<file path="src/rtl/stream_merge21.sv">
// rtl/stream_merge21.sv - two-channel round-robin stream merger with source tag and per-channel beat counters
module stream_merge21 #(
  parameter int DATA_W = 8,
  parameter int CNT_W  = 16
) (
  input  logic              clk,
  input  logic              rst_n,
  input  logic              in0_valid,
  input  logic [DATA_W-1:0] in0_data,
  output logic              in0_ready,
  input  logic              in1_valid,
  input  logic [DATA_W-1:0] in1_data,
  output logic              in1_ready,
  output logic              out_valid,
  output logic [DATA_W-1:0] out_data,
  output logic              out_sel,
  input  logic              out_ready,
  output logic [CNT_W-1:0]  cnt0,
  output logic [CNT_W-1:0]  cnt1
);

  logic              r_out_valid;
  logic [DATA_W-1:0] r_out_data;
  logic              r_out_sel;
  logic              r_last;
  logic [CNT_W-1:0]  r_cnt0;
  logic [CNT_W-1:0]  r_cnt1;

  logic w_load;
  logic w_gnt0;
  logic w_gnt1;
  logic w_acc0;
  logic w_acc1;

  // Output register can take a beat when empty or being drained this cycle.
  assign w_load = ~r_out_valid | out_ready;

  // Under contention the channel not served last wins; r_last resets to 1 so channel 0 goes first.
  assign w_gnt0 = in0_valid & (~in1_valid | r_last);
  assign w_gnt1 = in1_valid & (~in0_valid | ~r_last);

  assign in0_ready = w_load & w_gnt0 & rst_n;
  assign in1_ready = w_load & w_gnt1 & rst_n;

  assign w_acc0 = in0_valid & in0_ready;
  assign w_acc1 = in1_valid & in1_ready;

  always_ff @(posedge clk or negedge rst_n) begin
    if (!rst_n) begin
      r_out_valid <= 1'b0;
      r_out_data  <= '0;
      r_out_sel   <= 1'b0;
      r_last      <= 1'b1;
      r_cnt0      <= '0;
      r_cnt1      <= '0;
    end else begin
      if (w_acc0) begin
        r_out_valid <= 1'b1;
        r_out_data  <= in0_data;
        r_out_sel   <= 1'b0;
        r_last      <= 1'b0;
        r_cnt0      <= r_cnt0 + CNT_W'(1);
      end else if (w_acc1) begin
        r_out_valid <= 1'b1;
        r_out_data  <= in1_data;
        r_out_sel   <= 1'b1;
        r_last      <= 1'b1;
        r_cnt1      <= r_cnt1 + CNT_W'(1);
      end else if (out_ready) begin
        r_out_valid <= 1'b0;
      end
    end
  end

  assign out_valid = r_out_valid;
  assign out_data  = r_out_data;
  assign out_sel   = r_out_sel;
  assign cnt0      = r_cnt0;
  assign cnt1      = r_cnt1;

endmodule
</file>
<file path="config.mk">
export PLATFORM = sky130hd
export DESIGN_NAME = stream_merge21
export DESIGN_NICKNAME = d
export VERILOG_FILES = /design/src/rtl/stream_merge21.sv
export SDC_FILE = /design/constraint.sdc
export NUM_CORES = 1
export LEC_CHECK = 0
export BUFFER_PORTS_ARGS = -buffer_cell sky130_fd_sc_hd__buf_2
export CORE_MARGIN = 1
export CORE_UTILIZATION = 40
export CTS_BUF_LIST = sky130_fd_sc_hd__clkbuf_2
export CTS_CLUSTER_DIAMETER = 40
export CTS_CLUSTER_SIZE = 10
export DETAILED_ROUTE_END_ITERATION = 12
export PLACE_DENSITY_LB_ADDON = 0.05
export SLEW_MARGIN = 40
export SYNTH_ARGS = -nofsm -noshare
export SYNTH_HDL_FRONTEND = slang
export SYNTH_SLANG_ARGS = --single-unit
</file>
<file path="constraint.sdc">
create_clock -name clk -period 2.9 [get_ports clk]
set_input_delay 0.29 -clock clk [delete_from_list [all_inputs] [get_ports clk]]
set_output_delay 0.29 -clock clk [all_outputs]
set_load 0.01 [all_outputs]
</file>
# == Yosys cells after proc, flatten, opt, wreduce, memory -nomap -nowiden ==
# Cells that the tools add are included.
# word_totals
wordCells,34
in_bits,21
reg_bits,43
output_inout_bits,44
# classes
n_bitwise,16
n_reduce_logical,3
muxes,7
n_addsub,2
# op_table
op,count
adder 16 x 1 -> 16 bit (second input constant),2
two-way mux 8 bit,2
AND 1 bit,8
two-way mux 1 bit,5
NOT 1 bit,5
OR 1 bit,3
nonzero test 3 bit,1
AND reduction 2 bit,1
nonzero test 2 bit,1

# == Logic depth before layout (Yosys ltp) ==
# logic_depth
depth_word,8
depth_mapped,7

# == Worst setup path before layout ==
# No wires, ideal clock.
# synth_timing
kind,register -> register
start,reg r_last
end,reg r_cnt0[14] (netlist: cnt0[14])
n_path_buf,0
period_less_slack_ns,1.653
arrival_time_ns,1.527
stages_incl_launch_ff,5
slack_ns,1.247
path_cell_list,dfstp_2 > nand2b_1 > nand4_4 > or4_4 > xnor2_2
# synth_between
elab_chain_len,5
# synth_lines
item,line_no,source
"start, declared",25,logic r_last;
"start signal, assigned",53,r_last <= 1'b1;
"start signal, assigned",61,r_last <= 1'b0;
"start signal, assigned",67,r_last <= 1'b1;
OR 1 bit,39,assign w_gnt0 = in0_valid & (~in1_valid | r_last);
AND 1 bit,39,
AND 1 bit (2 in a row),42,assign in0_ready = w_load & w_gnt0 & rst_n;
AND 1 bit,45,assign w_acc0 = in0_valid & in0_ready;
"end signal, assigned",62,r_cnt0 <= r_cnt0 + CNT_W'(1);
"end, declared",26,logic [CNT_W-1:0] r_cnt0;
# Every way passes these cells.
# A chain may end at the register's enable or synchronous reset.

# == Worst setup path after layout ==
# layout_timing
start,reg r_last
end,out in0_ready
# layout_between
elab_chain_len,4
# layout_lines
item,line_no,source
OR 1 bit,39,
AND 1 bit,39,
AND 1 bit (2 in a row),42,
"end, declared",10,"output logic in0_ready,"
# Every way passes these cells.

==> results.py <==
metrics = {
    "floorplanning": {
        "start_util_pct": 41.8,
        "die_h_um": 72.3,
        "die_area_um2": 5220,
        "rows": 25,
        "core_region_area_um2": 4720,
        "io-pin-count": 65,
        "dieWidth_um": 72.3,
    },
    "routing": {
        "dr.pass1.iters": 4,
        "vias_per_cell": 4.96,
        "drc": 0,
        "vias": 1527,
        "wirelength_mm": 4.17,
        "final_antenna_net_count": 0,
        "routedWlPerCell_um": 13.5,
        "drtIter0Drc": 28,
    },
    "worst_setup_path": {
        "cp_slowest_cell": "dfstp_2",
        "cp-end-kind": "output pin",
        "crit_required_ns": 2.61,
        "crit_fanout": 20,
        "criticalPathCategory": "register to output pin",
        "cp_slowest_stage_delay_ns": 0.59,
        "path_delay_family": "buffers and inverters",
        "critPathArrivalTime_ns": 2.15,
        "cp_cell_sequence": "nand2b_1 > nand4_4 > inv_1 > buf_2",
        "critPathBufInv": 2,
        "start_kind": "register",
    },
    "finish": {
        "ff_latch_area_um2": 1080,
        "stdcell_area_um2": 2400,
        "final_cell_mix": "buf_2 (64), dfrtp_1 (42), nand2_1 (16)",
        "n_antenna_cell": 0,
        "nNetsFinal": 263,
        "fin_util_pct": 50.9,
        "layout.cells.most_common": "buf_2",
        "multi_input_area_um2": 846,
        "drive_gt1_share_pct": 34.9,
        "final.fill_count": 454,
        "fin_cells": 308,
        "area_growth_pct": 21.7,
    },
    "grt": {
        "grt_max_degree": 43,
        "grt_pass1_vias": 1526,
        "grt_pass1_wl_mm": 7.03,
        "overflow": 0,
        "grtUsageTotal_pct": 17.4,
        "antenna_found_initial": 0,
    },
    "sta": {
        "drv_slew": 0,
        "fin_hold_ws_ns": 0.181,
        "setup_viol": 0,
        "finalHoldViolCount": 0,
        "period_needed_ns": 2.44,
        "period_share_pct": 84.1,
        "slew_headroom_pct": 53.1,
        "grt_setup_unrepaired": "false",
        "skew_ns": 0.0285,
        "max_freq_mhz": 410,
        "worstMarginPinSlew_ns": 0.703,
        "tns_ns": 0,
    },
    "placed_design": {
        "dp_cells": 299,
        "portBuffers": 64,
        "place_congestion": 0.771,
        "placed_cell_area_um2": 2350,
        "hpwl_mm": 3.02,
    },
    "clocking": {
        "cts_max_level": 2,
        "cts_made_buffers": 5,
        "clk_pin_slew_ns": 0.21,
        "cts.sinks": 43,
        "clock_latency_ns": 0.40,
        "cts_root_buffer": "clkbuf_2",
        "cts_buffer_depth": 2,
        "cts_resized": 0,
        "cts_tree": "done",
    },
    "flow_run": {
        "cap_violations": 0,
    },
    "power_and_ir_drop": {
        "vdd_ir_drop_max_mv": 0.366,
        "powerDensity_nw_per_um2": 625,
        "p_leak_nw": 1.28,
    },
    "synthesis": {
        "syn_avg_cell_area_um2": 11.5,
        "yosys.area.top_type_share_pct": 53.2,
        "ys_seq_elements": 43,
        "yosysWarnings": 0,
        "synth_top_cell_by_area": "dfrtp_1",
        "syn-cell-area_um2": 1980,
        "syn-num-nets": 195,
        "ys_seq_area_share_pct": 54.5,
        "syn_inst": 172,
        "synth_cell_types": 31,
        "synth.area.top_cells": "dfrtp_1 (53%), xor2_1 (6.6%), xnor2_1 (6.2%)",
    },
    "min_path": {
        "hp-class": "input pin to register",
    },
    "run_status": {
        "outcome": "finished clean",
    },
}
[per-layer routing]
layer  global-route usage (%)  vias up  routed length, µm
met1                     21.2      737               1880
met2                     30.4       42               2050
met4                     5.88        0                 58
met5                        0        -                  0
met3                     3.89        6                182
li1                         -      742                  -
[area by class of cell]
type | count | area share [%]
inverter | 5 | 0.781
sequential | 43 | 44.8
clock inverter | 3 | 0.625
timing repair buffer | 66 | 14.1
clock buffer | 5 | 1.04
multi-input combinational | 119 | 35.2
tap | 67 | 3.49
[cells in the mapped netlist (all sizes together)]
master	n
a21boi	1
ha	2
dfrtp	42
nand2b	2
buf	5
and4	1
dfstp	1
or4	1
nand3	7
nor3	7
xor2	15
nor2	9
nand4	12
nand2	16
or2	1
a21o	8
and3	4
mux2	1
nor4	7
inv	5
a22o	8
xnor2	15
nor4b	2
[worst register-to-register path, cell delays in order, from the launching register on]
cell      delay (ns)
dfstp_2         0.59
nand2b_1        0.14
nand4_4         0.19
inv_1           0.58
nor2_4          0.15
a21o_1          0.22
[power breakdown]
part           internal (mW)  total, mW  switching [mW]
clock                 0.0555      0.249           0.193
combinational          0.190      0.414           0.224
sequential             0.716      0.840           0.124
total                  0.961       1.50           0.541
[registers in the layout (all words and copies together) (netlist names)]
name       cells
out_sel        1
out_valid      1
cnt1          16
cnt0          16
r_last         1
out_data       8
[logic make-up (layout without fill, tap and decap cells)]
| family | count (synthesis) | after routing | share of synthesized area [%] |
|---|---|---|---|
| AND/OR/NAND/NOR | 69 | 69 | 20.3 |
| flip-flops | 43 | 43 | 54.5 |
| XOR/XNOR | 30 | 30 | 13.7 |
| AO/OA/AOI/OAI | 17 | 17 | 6.97 |
| buffers and inverters | 10 | 79 | 2.66 |
| adder cells (fa/ha/maj) | 2 | 2 | 1.27 |
| multiplexers | 1 | 1 | 0.570 |
[timing repair]
action                                 in CTS  in global routing
hold buffers                                1                  0
endpoints found under the hold margin       1                  0
setup buffers                               0                  0
[path summary, 6_finish.rpt]
| check | depth (start not counted) | slack, ns | to | start |
|---|---|---|---|---|
| max in group asynchronous | 3 | 1.94 | out_sel | rst_n |
| worst min-delay path | 3 | 0.18 | out_data[1] | in1_data[1] |
| min in group asynchronous | 2 | 0.42 | r_last | rst_n |
| worst max register to register | 5 | 0.92 | out_data[2] | r_last |
| worst min register to register | 1 | 0.49 | cnt0[15] | cnt0[15] |
| worst max-delay path | 4 | 0.46 | in0_ready | r_last |
[metrics by stage]
step	setup WS [ns]	total power, mW
final	0.461	1.50
after global routing	0.284	1.61
after CTS	0.400	1.52
after detailed placement	0.887	1.27
after global placement	0.937	1.26
after floorplan	1.25	1.08
(Power assumes the default switching activity.)
